[config.mk]
export PLATFORM = sky130hd
export DESIGN_NAME = phase_calibration_stream_flat
export DESIGN_NICKNAME = d
export VERILOG_FILES = /design/src/rtl/phase_calibration_stream_if.sv /design/src/rtl/phase_calibration_stream.sv /design/src/flat_wrapper.sv
export SDC_FILE = /design/constraint.sdc
export NUM_CORES = 1
export LEC_CHECK = 0
export CAP_MARGIN = 20
export CORE_MARGIN = 2
export CORE_UTILIZATION = 50
export CTS_CLUSTER_SIZE = 25
export DETAILED_ROUTE_END_ITERATION = 10
export GPL_TIMING_DRIVEN = 0
export MAX_ROUTING_LAYER = met4
export PLACE_DENSITY = 0.73
export SLEW_MARGIN = 25
export SYNTH_ARGS = -nofsm -noshare
export SYNTH_HDL_FRONTEND = slang
export SYNTH_SLANG_ARGS = --single-unit
[constraint.sdc]
create_clock -name clk -period 1.9 [get_ports clk]
set_input_delay 0.38 -clock clk [delete_from_list [all_inputs] [get_ports clk]]
set_output_delay 0.38 -clock clk [all_outputs]
set_load 0.005 [all_outputs]
[src/rtl/phase_calibration_stream_if.sv]
// Bundles the phase stream and the offset-table load stream of phase_calibration_stream.
// master drives phases and calibration words; slave is the calibration block.
interface phase_calibration_stream_if #(
  parameter int NUM_CHANNELS = 4,
  parameter int PHASE_WIDTH  = 8
);
  logic                                in_valid;
  logic [NUM_CHANNELS*PHASE_WIDTH-1:0] phases_in;
  logic                                bypass;
  logic                                out_valid;
  logic [NUM_CHANNELS*PHASE_WIDTH-1:0] phases_out;
  logic                                calib_start;
  logic                                calib_abort;
  logic                                calib_valid;
  logic [PHASE_WIDTH-1:0]              calib_data;
  logic                                calib_ready;
  logic                                calib_busy;
  logic                                calib_done;

  modport master (
    output in_valid, phases_in, bypass, calib_start, calib_abort, calib_valid, calib_data,
    input  out_valid, phases_out, calib_ready, calib_busy, calib_done
  );

  modport slave (
    input  in_valid, phases_in, bypass, calib_start, calib_abort, calib_valid, calib_data,
    output out_valid, phases_out, calib_ready, calib_busy, calib_done
  );
endinterface

[src/rtl/phase_calibration_stream.sv]
// Two-stage per-channel phase offset adder with a double-buffered offset table.
// A streamed load fills the shadow table; one COMMIT cycle copies it to the active table.
module phase_calibration_stream #(
  parameter int NUM_CHANNELS = 4,
  parameter int PHASE_WIDTH  = 8
) (
  input logic                      clk,
  input logic                      rst_n,
  phase_calibration_stream_if.slave bus
);
  localparam int IDX_WIDTH = $clog2(NUM_CHANNELS);
  localparam logic [IDX_WIDTH-1:0] LAST_IDX = IDX_WIDTH'(NUM_CHANNELS - 1);

  typedef enum logic [1:0] {IDLE = 2'd0, LOAD = 2'd1, COMMIT = 2'd2} state_t;

  state_t               state_q, state_d;
  logic [IDX_WIDTH-1:0] cnt_q, cnt_d;
  logic                 v1_q, v1_d;
  logic                 out_valid_q, out_valid_d;
  logic                 word_accept;
  logic                 commit_now;
  logic                 ready_o, busy_o, done_o;

  always_ff @(posedge clk) begin
    if (!rst_n) begin
      state_q <= IDLE;
      cnt_q   <= '0;
    end else begin
      state_q <= state_d;
      cnt_q   <= cnt_d;
    end
  end

  // Abort wins over a same-cycle word; start and abort are ignored outside their state.
  always_comb begin
    state_d = state_q;
    cnt_d   = cnt_q;
    case (state_q)
      IDLE: begin
        if (bus.calib_start) begin
          state_d = LOAD;
          cnt_d   = '0;
        end
      end
      LOAD: begin
        if (bus.calib_abort) begin
          state_d = IDLE;
        end else if (bus.calib_valid) begin
          cnt_d = cnt_q + 1'b1;
          if (cnt_q == LAST_IDX) state_d = COMMIT;
        end
      end
      COMMIT:  state_d = IDLE;
      default: state_d = IDLE;
    endcase
  end

  // Status outputs are forced low while reset is held, even before the reset edge.
  always_comb begin
    word_accept = (state_q == LOAD) && bus.calib_valid && !bus.calib_abort;
    commit_now  = (state_q == COMMIT);
    ready_o     = rst_n && (state_q == LOAD);
    busy_o      = rst_n && (state_q != IDLE);
    done_o      = rst_n && (state_q == COMMIT);
  end

  assign bus.calib_ready = ready_o;
  assign bus.calib_busy  = busy_o;
  assign bus.calib_done  = done_o;

  always_comb begin
    v1_d        = bus.in_valid;
    out_valid_d = v1_q;
  end

  always_ff @(posedge clk) begin
    if (!rst_n) begin
      v1_q        <= 1'b0;
      out_valid_q <= 1'b0;
    end else begin
      v1_q        <= v1_d;
      out_valid_q <= out_valid_d;
    end
  end

  assign bus.out_valid = out_valid_q;

  for (genvar gi = 0; gi < NUM_CHANNELS; gi++) begin : g_ch
    logic [PHASE_WIDTH-1:0] in_word;
    logic [PHASE_WIDTH-1:0] shadow_q, shadow_d;
    logic [PHASE_WIDTH-1:0] active_q, active_d;
    logic [PHASE_WIDTH-1:0] s1_q, s1_d;
    logic [PHASE_WIDTH-1:0] po_q, po_d;

    assign in_word = bus.phases_in[gi*PHASE_WIDTH +: PHASE_WIDTH];

    // Stage 1 reads active_q, so the COMMIT-exit sample still sees the old table.
    always_comb begin
      shadow_d = shadow_q;
      if (word_accept && (cnt_q == IDX_WIDTH'(gi))) shadow_d = bus.calib_data;
      active_d = active_q;
      if (commit_now) active_d = shadow_q;
      s1_d = s1_q;
      if (bus.in_valid) s1_d = bus.bypass ? in_word : in_word + active_q;
      po_d = po_q;
      if (v1_q) po_d = s1_q;
    end

    always_ff @(posedge clk) begin
      if (!rst_n) begin
        shadow_q <= '0;
        active_q <= '0;
        s1_q     <= '0;
        po_q     <= '0;
      end else begin
        shadow_q <= shadow_d;
        active_q <= active_d;
        s1_q     <= s1_d;
        po_q     <= po_d;
      end
    end

    assign bus.phases_out[gi*PHASE_WIDTH +: PHASE_WIDTH] = po_q;
  end
endmodule

[src/flat_wrapper.sv]
// flat-port wrapper written by rule: the top's interface ports become plain ports
module phase_calibration_stream_flat 
#(
  parameter int NUM_CHANNELS = 4,
  parameter int PHASE_WIDTH  = 8
)
  (clk, rst_n, bus_in_valid, bus_phases_in, bus_bypass, bus_calib_start, bus_calib_abort, bus_calib_valid, bus_calib_data, bus_out_valid, bus_phases_out, bus_calib_ready, bus_calib_busy, bus_calib_done);
  phase_calibration_stream_if #(.NUM_CHANNELS(NUM_CHANNELS), .PHASE_WIDTH(PHASE_WIDTH)) bus_i ();
  input logic clk;
  input logic rst_n;
  input wire logic [$bits(bus_i.in_valid)-1:0] bus_in_valid;
  input wire logic [$bits(bus_i.phases_in)-1:0] bus_phases_in;
  input wire logic [$bits(bus_i.bypass)-1:0] bus_bypass;
  input wire logic [$bits(bus_i.calib_start)-1:0] bus_calib_start;
  input wire logic [$bits(bus_i.calib_abort)-1:0] bus_calib_abort;
  input wire logic [$bits(bus_i.calib_valid)-1:0] bus_calib_valid;
  input wire logic [$bits(bus_i.calib_data)-1:0] bus_calib_data;
  output wire logic [$bits(bus_i.out_valid)-1:0] bus_out_valid;
  output wire logic [$bits(bus_i.phases_out)-1:0] bus_phases_out;
  output wire logic [$bits(bus_i.calib_ready)-1:0] bus_calib_ready;
  output wire logic [$bits(bus_i.calib_busy)-1:0] bus_calib_busy;
  output wire logic [$bits(bus_i.calib_done)-1:0] bus_calib_done;
  assign bus_i.in_valid = bus_in_valid;
  assign bus_i.phases_in = bus_phases_in;
  assign bus_i.bypass = bus_bypass;
  assign bus_i.calib_start = bus_calib_start;
  assign bus_i.calib_abort = bus_calib_abort;
  assign bus_i.calib_valid = bus_calib_valid;
  assign bus_i.calib_data = bus_calib_data;
  assign bus_out_valid = bus_i.out_valid;
  assign bus_phases_out = bus_i.phases_out;
  assign bus_calib_ready = bus_i.calib_ready;
  assign bus_calib_busy = bus_i.calib_busy;
  assign bus_calib_done = bus_i.calib_done;
  phase_calibration_stream #(.NUM_CHANNELS(NUM_CHANNELS), .PHASE_WIDTH(PHASE_WIDTH)) u_core (.clk(clk), .rst_n(rst_n), .bus(bus_i));
endmodule
### Word-level counts from Yosys, hierarchy flattened

Cells that the tools add are included.

| operators by class | value |
|---|---|
| add/sub/neg operators | 5 |
| eq/ne operators | 10 |
| multiplexer cells | 13 |
| reduce and logical (&&, ||, !) cells | 16 |

Operators by type and width:

| kind | count |
|---|---|
| $add A8 B8 Y8 | 4 |
| $mux W8 | 4 |
| $mux W2 | 7 |
| $logic_and A1 B1 Y1 | 9 |
| $pmux W2 S2 | 2 |
| $eq A2 B2 Y1 const B | 3 |
| $ne A2 B2 Y1 const B | 3 |
| $ne A3 B3 Y1 const B | 2 |
| $eq A2 B1 Y1 const B | 2 |
| $logic_not A2 Y1 | 2 |
| $reduce_and A4 Y1 | 1 |
| $reduce_bool A2 Y1 | 2 |
| $reduce_and A3 Y1 | 1 |
| $add A2 B1 Y2 const B | 1 |
| $logic_not A1 Y1 | 1 |

| storage, ports and cells | value |
|---|---|
| flip-flop bits (word level) | 134 |
| bits of input ports | 47 |
| output and inout bits | 36 |
| word-level logic and storage cells | 64 |

### Logic depth before layout (Yosys ltp)

Gate-level depths: netlist (run 1).

| depth | value |
|---|---|
| depth after elaboration | 5 |
| depth in mapped cells | 8 |
| depth with buffers taken out | 8 |

### Worst setup path after synthesis (run 1)

Ideal clock, no wire load.

| timing path | value |
|---|---|
| kind | input to register |
| start | input bus_phases_in[0] |
| end | register u_core.g_ch[0].s1_q[6] |
| library setup time | 0.117 ns |
| data arrival time | 1.637 ns |
| data required time | 1.783 ns |
| path slack | 0.147 ns |
| cell stages on the path | 8 |
| path buffers | 0 |
| cell sequence | ha_1 > inv_1 > fa_1 > nor2b_1 > o2111ai_1 > a21oi_1 > a31oi_1 > a22o_1 |

| on the way | value |
|---|---|
| word-level cells in the longest chain between the ends | 2 |

RTL lines:

| what | line | RTL |
|---|---|---|
| from (decl) | flat_wrapper.sv:12 | `input wire logic [$bits(bus_i.phases_in)-1:0] bus_phases_in;` |
| $add A8 B8 Y8 | phase_calibration_stream.sv:104 | `if (bus.in_valid) s1_d = bus.bypass ? in_word : in_word + active_q;` |
| $mux W8 | phase_calibration_stream.sv:104 |  |
| to (signal assigned) | phase_calibration_stream.sv:113 | `s1_q <= '0;` |
| to (signal assigned) | phase_calibration_stream.sv:118 | `s1_q <= s1_d;` |
| to (decl) | phase_calibration_stream.sv:92 | `logic [PHASE_WIDTH-1:0] s1_q, s1_d;` |

No other way between the ends.
A chain may end at the register's enable or synchronous reset.

### Worst setup path in the final report (run 1)

| timing path | value |
|---|---|
| start | input bus_phases_in[8] |
| end | register u_core.g_ch[1].s1_q[6] |

| on the way | value |
|---|---|
| word-level cells in the longest chain between the ends | 2 |

RTL lines:

| what | line |
|---|---|
| $add A8 B8 Y8 | phase_calibration_stream.sv:104 |
| $mux W8 | phase_calibration_stream.sv:104 |
| to (signal assigned) | phase_calibration_stream.sv:113 |
| to (signal assigned) | phase_calibration_stream.sv:118 |
| to (decl) | phase_calibration_stream.sv:92 |

No other way between the ends.

==> results.md, run 1 <==
- Area Growth Syn to Fin: 30.1%
- Slowest stage delay, CP: roughly 0.49 ns
- Layout cells sized above 1: roughly 11%
- Worst hold path class: reg -> reg
- Slowest cell on the critical path: clkdlybuf4s50_1
- Post-synth top cells: dfxtp_1, nand2_1, a21oi_1
- Sequential share of the synthesized area: between 40% and 50%
- Clock power frac: slightly below 50%
- Clock H-tree levels: 4
- Cell Chain, Critical Path: clkdlybuf4s50_1, ha_2, inv_1, fa_2, nor2b_4, o2111ai_1, nand3_1, mux2i_1, a22o_1
- Most frequent cell after synthesis: dfxtp_1
- Core Region: 12500 um^2
- Pwr/cell area: about 850 nW/um^2
- Peak supply drop: around 590 uV
- FMAX: approximately 520 MHz
- Mapped cell area: 6340 um^2
- Seq cells post-synth: around 130
- Critical path required time: about 2.3 ns
- Internal: 5.45 mW
- Chip Width: 117 um
- CTS tree: built
- Worst slew pin tran: 0.757 ns
- Rel. slew slack: between 40% and 50%
- Final setup viols: 1
- Cell count after placement: 997
- Critical Path End Type: flip-flop
- Skew final: 0.00552 ns
- Gate power share: 9.2%
- # nets final: a little over 900
- Ys async rst share: 0%
- Initial drt markers: roughly 400
- Worst-path maximum fanout: 3
- Non-Filler Instances: 1037
- Failing checks: setup timing
- Critical Path AT: around 2.3 ns
- Final period util: 101%
- Wire length per cell: about 17 um
- Vias per cell: approximately 5.4
- Final RePlAce weighted congestion: ~0.89
- Initial antenna violation count: 0
- Overflow after GRT: 0
- Cells after synthesis: roughly 740
- Routed Antenna Nets: 0
- Drt drc: 0
- Die Y: between 100 and 150 um
- Unrepaired setup endpoints after global routing: true
- Avg Cell Area, Syn: between 8 and 9 um^2
- Startpoint types: input pin
- Fin crit period: around 1.9 ns
- Cts hold-fix bufs: 0
- Total GRT Usage: between 20% and 30%
- Placed cell areas: 7380 um^2
- Die ar.: 13600 um^2
- Max Cap Viol: 0
- Via Count: between 5000 and 6000
- Fin. max-slew vios: 0
- Buffer depth of the longest clock path: 2
- IO Port Bufs: a little over 80
- Hold Vio Cnt, Final: 0
- Synth top area share: roughly 42%
- Post-Syn Nets: ~830
- Largest net degree at the start of global routing: 17
- Cts bufs inserted: 17
- Psw: between 1.5 and 2 mW
- Library cells used by synthesis: 46
- Run status: complete, but fails checks
- Starting Density: just over 50%
- Vias in the first global route: 5366
- CTS Root Cell: clkbuf_16
- Top_reg_cell synth: dfxtp_1
- Routed Wire Length: 18.0 mm
- Row Count: just over 40
- Seq pwr share: a little over two fifths
- First-pass GRT wire length: approximately 28 mm
- Crit-path leading delay family: adder cells
- Crit path kind: in -> reg
- Clk Latency, worst-skew pair: roughly 0.42 ns
- Top Ports: a little over 80
- Clock transition at path regs: approximately 0.060 ns
- Design area: 8260 um^2
- Ys Warns: 0
- Yosys top cell by area: dfxtp_1
- Antenna cells: 0
- Largest cells by area after synthesis: dfxtp_1, mux2i_1, nand2_1
- CP Buf/Inv Count: 2
- DRT Pass-1 Iters: 4
- TritonCTS Sinks: between 100 and 150
- Total power: 7.05 mW
- Setup ws final: -0.0103 ns
- Net Sw Frac: a little under a quarter
- Post-DP HPWL: ~14 mm
- EDFF count, synth: 0
- P_leak: ~3.1 nW
## final timing paths
path	end	cells past startpoint	slack, ns	startpoint
worst max-delay path	u_core.g_ch[1].s1_q[6]	9	-0.01	bus_phases_in[8]
worst min-delay path	u_core.g_ch[2].active_q[0]	2	0.46	u_core.g_ch[2].shadow_q[0]
worst max register to register	u_core.g_ch[3].s1_q[5]	5	0.06	u_core.g_ch[3].active_q[1]
worst min register to register	u_core.g_ch[2].active_q[0]	2	0.46	u_core.g_ch[2].shadow_q[0]
## cells in the final DEF (no fill, tap or decap), drive strengths merged, types with 5 or more instances in the layout
cell / n
buf: 35
nand3b: 9
o21a: 5
a211oi: 16
a22o: 5
nand3: 40
dlymetal6s2s: 5
nor3: 9
nor2b: 13
mux2i: 49
dfxtp: 134
clkinv: 6
nor2: 72
ha: 32
a22oi: 6
nand2: 115
xnor2: 8
inv: 19
o21ai: 26
clkbuf: 39
clkdlybuf4s50: 71
a21oi: 78
nand2b: 6
## final cells by class
class | count | area [um^2]
Inverter | 20 | 80.1
Sequential cell | 134 | 2690
Buffer | 43 | 226
Multi-Input combinational cell | 543 | 3510
Clock inverter | 13 | 179
Clock buffer | 19 | 453
Tap cell | 172 | 215
Fill cell | 1073 | 4260
Timing Repair Buffer | 93 | 907
## repair_timing
item                       in CTS  in global routing
gates resized for setup        41                 23
setup buffers                   7                  4
setup endpoints to repair      51                 19
pin swaps                      10                 11
## through the flow
step	setup slack, ns	TNS (ns)	hold WS [ns]	utilization [%]
CTS	0.00105	0	0.455	65.2
global route	-0.116	-0.121	0.458	66.0
global placement	-1.24	-41.06	0.442	59.0
finish	-0.0103	-0.0103	0.455	66.0
detailed placement	-1.24	-43.57	0.446	59.0
floorplan	0.147	0	0.432	-
## registers in the layout, indices dropped and copies added, names as in the netlist
| name | cells |
|---|---|
| u_core.g_ch.po_q | 32 |
| u_core.g_ch.shadow_q | 32 |
| u_core.g_ch.s1_q | 32 |
| u_core.out_valid_d | 1 |
| u_core.cnt_q | 2 |
| u_core.g_ch.active_q | 32 |
| u_core.state_q | 2 |
| u_core.bus.out_valid | 1 |
## power by group through the flow
stage	registers [mW]	logic [mW]	clock network, mW
detailed placement	3.00	0.625	0
global route	2.95	0.698	3.64
finish	2.94	0.645	3.46
CTS	2.94	0.638	3.49
global placement	3.00	0.615	0
floorplan	2.98	0.335	0
## cells by family after synthesis
kind of cell	share of synthesized area [%]
flops	42.3
xor+xnor	1.10
fa+ha+maj	7.57
mux	7.91
compound gates	16.7
buf+inv	4.71
simple gates	19.7
## layer usage
layer	wire length [um]	global-route usage [%]	part of all wire, %	vias up
met4	342	9.88	1.9	0
met2	8440	45.3	47	158
met3	894	4.88	5.0	26
met5	0	-	0	-
met1	8350	36.3	46	2630
li1	-	-	-	2829
## worst min-delay path, stage by stage (launching register included)
cell	delay (ns)
dfxtp_1	0.31
nand2_1	0.06
a21oi_1	0.05
(Power assumes the default switching activity.)
==> run 2: changes to the inputs <==
--- a/config.mk
+++ b/config.mk
@@ -12,7 +12,7 @@
 export DETAILED_ROUTE_END_ITERATION = 10
 export GPL_TIMING_DRIVEN = 0
 export MAX_ROUTING_LAYER = met4
-export PLACE_DENSITY = 0.73
+export PLACE_DENSITY = 0.7
 export SLEW_MARGIN = 25
 export SYNTH_ARGS = -nofsm -noshare
 export SYNTH_HDL_FRONTEND = slang
==> constraint.sdc (replaced) <==
create_clock -name clk -period 2.3 [get_ports clk]
set_input_delay 0.46 -clock clk [delete_from_list [all_inputs] [get_ports clk]]
set_output_delay 0.46 -clock clk [all_outputs]
set_load 0.005 [all_outputs]
==> results.md, run 2 (synthesized netlist as in run 1, its figures left out) <==
- Area Growth Syn to Fin: 26.5%
- Routed Antenna Nets: 0 (unchanged)
- Critical path required time: 2.66 ns (+0.40 ns)
- Die Y: 117 um (unchanged)
- Commonest non-fill, non-tap cells in the layout: dfxtp_1, nand2_1, clkdlybuf4s50_1
- Total GRT Usage: 28.1% (-0.23 points)
- Clk Latency, worst-skew pair: 0.42 ns (about the same)
- Gate power share: 9.0% (-0.2 points)
- Net Sw Frac: 23.4% (+0.70 points)
- Most common cell after layout, fill and taps aside: dfxtp_1
- Largest net degree at the start of global routing: 17 (unchanged)
- Psw: 1.36 mW (-15%)
- Seq pwr share: 41.8% (about the same)
- Cell Chain, Critical Path: clkdlybuf4s50_1, ha_1, inv_1, fa_1, nor2b_1, o311ai_0, o21ai_0, nor2_1
- Run status: finished, final reports clean
- Overflow after GRT: 0 (unchanged)
- Non-Filler Instances: 1027 (-0.96%)
- Hold Vio Cnt, Final: 0 (unchanged)
- Unrepaired setup endpoints after global routing: false
- Setup bufs post-CTS: 0 (-7)
- Drt drc: 0 (unchanged)
- Cts hold-fix bufs: 0 (unchanged)
- FMAX: ~460 MHz
- Row Count: 41 (unchanged)
- Critical Path AT: 2.52 ns (+0.25 ns)
- DRT Pass-1 Iters: 5 (+1)
- Clock H-tree levels: 4 (unchanged)
- Vias in the first global route: 5080 (-5.3%)
- Clock transition at path regs: 0.06 ns (about the same)
- Top Ports: 83 (unchanged)
- Routed Wire Length: 17.8 mm (-0.99%)
- Starting Density: 50.7% (unchanged)
- Worst-path maximum fanout: 3 (unchanged)
- CTS tree: built
- # nets final: 925 (-1.1%)
- Initial drt markers: 294 (-28%)
- Crit path kind: in -> reg
- Critical Path End Type: flip-flop
- Buffer depth of the longest clock path: 2 (unchanged)
- Vias per cell: 5.46 (+0.33%)
- Cell count after placement: 997 (unchanged)
- Layout cells sized above 1: 6.78% (-4.7 points)
- TritonCTS Sinks: 134 (unchanged)
- Wire length per cell: 17.4 um (about the same)
- Final setup viols: 0 (-1)
- P_leak: 3.00 nW (-4.3%)
- Worst hold path class: reg -> reg
- CTS Root Cell: clkbuf_16
- Chip Width: 117 um (unchanged)
- Setup tns final: 0 ns (+0.0103 ns)
- Final RePlAce weighted congestion: 0.903 (+1.7%)
- Peak supply drop: 572 uV (-2.6%)
- Internal: 4.45 mW (-18%)
- Max Cap Viol: 0 (unchanged)
- First-pass GRT wire length: 27.5 mm (-2.2%)
- Worst slew pin tran: 0.750 ns (-0.00697 ns)
- Final period util: between 90% and 100%
- Slowest cell on the critical path: clkdlybuf4s50_1
- Fin. max-slew vios: 0 (unchanged)
- Clock power frac: 49.2% (about the same)
- IO Port Bufs: 82 (unchanged)
- Cts bufs inserted: 17 (unchanged)
- Slowest stage delay, CP: 0.50 ns (about the same)
- Via Count: 5607 (-0.64%)
- Initial antenna violation count: 0 (unchanged)
- Antenna cells: 0 (unchanged)
- Pwr/cell area: 724 nW/um^2 (-15%)
- Fin util: 64.1% (-1.8 points)
- Fin crit period: 2.17 ns
- Startpoint types: input pin
- Die ar.: 13600 um^2 (unchanged)
- Post-DP HPWL: 13.8 mm (+1.4%)
- Core Region: 12500 um^2 (unchanged)
- Skew final: 0.00517 ns (-0.000353 ns)
- Rel. slew slack: 50.0% (+0.46 points)
-- run 2: changes by cell type in the layout (fill, tap and decap cells not counted), sizes merged --
| cell | previous run | this run |
|---|---|---|
| inv | 19 | 21 |
| clkbuf | 39 | 37 |
| buf | 35 | 24 |
| dlymetal6s2s | 5 | 1 |
| clkdlybuf4s15 | 1 | 0 |
| clkdlybuf4s50 | 71 | 80 |
| dlygate4sd2 | 4 | 1 |
-- run 2: power groups by stage --
stage	clock network [mW]	registers [mW]	logic, mW
floorplan	0	2.47	0.276
global placement	0	2.48	0.510
detailed placement	0	2.48	0.518
CTS	2.90	2.43	0.521
global route	3.00	2.43	0.566
finish	2.86	2.43	0.523
-- run 2: path summary, 6_finish.rpt --
kind                                                  from                         end  slack, ns  depth (start not counted)
worst max-delay path                     bus_phases_in[16]      u_core.g_ch[2].s1_q[2]       0.13                          8
worst min-delay path            u_core.g_ch[0].shadow_q[5]  u_core.g_ch[0].active_q[5]       0.45                          2
worst max register to register  u_core.g_ch[2].active_q[0]      u_core.g_ch[2].s1_q[2]       0.31                          7
worst min register to register  u_core.g_ch[0].shadow_q[5]  u_core.g_ch[0].active_q[5]       0.45                          2
-- run 2: final cells by class --
class                           instances  area [um^2]
Clock inverter                         15          204
Clock buffer                           17          425
Tap cell                              172          215
Inverter                               20         80.1
Fill cell                            1095         4490
Multi-Input combinational cell        543         3370
Sequential cell                       134         2680
Timing Repair Buffer                   82          822
Buffer                                 44          233
-- run 2: critical path: cells and delay by family --
family | cells | cell delay (ns)
and+or+nand+nor | 2 | 0.25
AOI/OAI and AO/OA | 2 | 0.65
buffers and inverters | 2 | 0.58
adders and majority gates | 2 | 0.58
-- run 2: per-stage QoR --
step	area, um^2	total power [mW]	hold WS (ns)	setup slack (ns)
2_1_floorplan	6340	2.74	0.432	0.467
3_3_place_gp	7380	2.99	0.441	-1.02
3_5_place_dp	7380	3.00	0.444	-1.02
4_1_cts	8020	5.85	0.452	0.0124
5_1_grt	8030	6.00	0.467	0.0280
6_report	8030	5.81	0.453	0.131
-- run 2: layer usage --
| metal | global-route usage, % | up-vias | part of all wire [%] |
|---|---|---|---|
| li1 | - | 2804 | - |
| met1 | 37.2 | 2640 | 48 |
| met2 | 42.8 | 132 | 46 |
| met3 | 5.66 | 31 | 3.8 |
| met4 | 9.88 | 0 | 2.3 |
| met5 | - | - | 0 |
-- run 2: timing repair --
action | in CTS | in global routing
endpoints found under the setup margin | 3 | 3
gates cloned | 0 | 0
gates resized for setup | 8 | 3
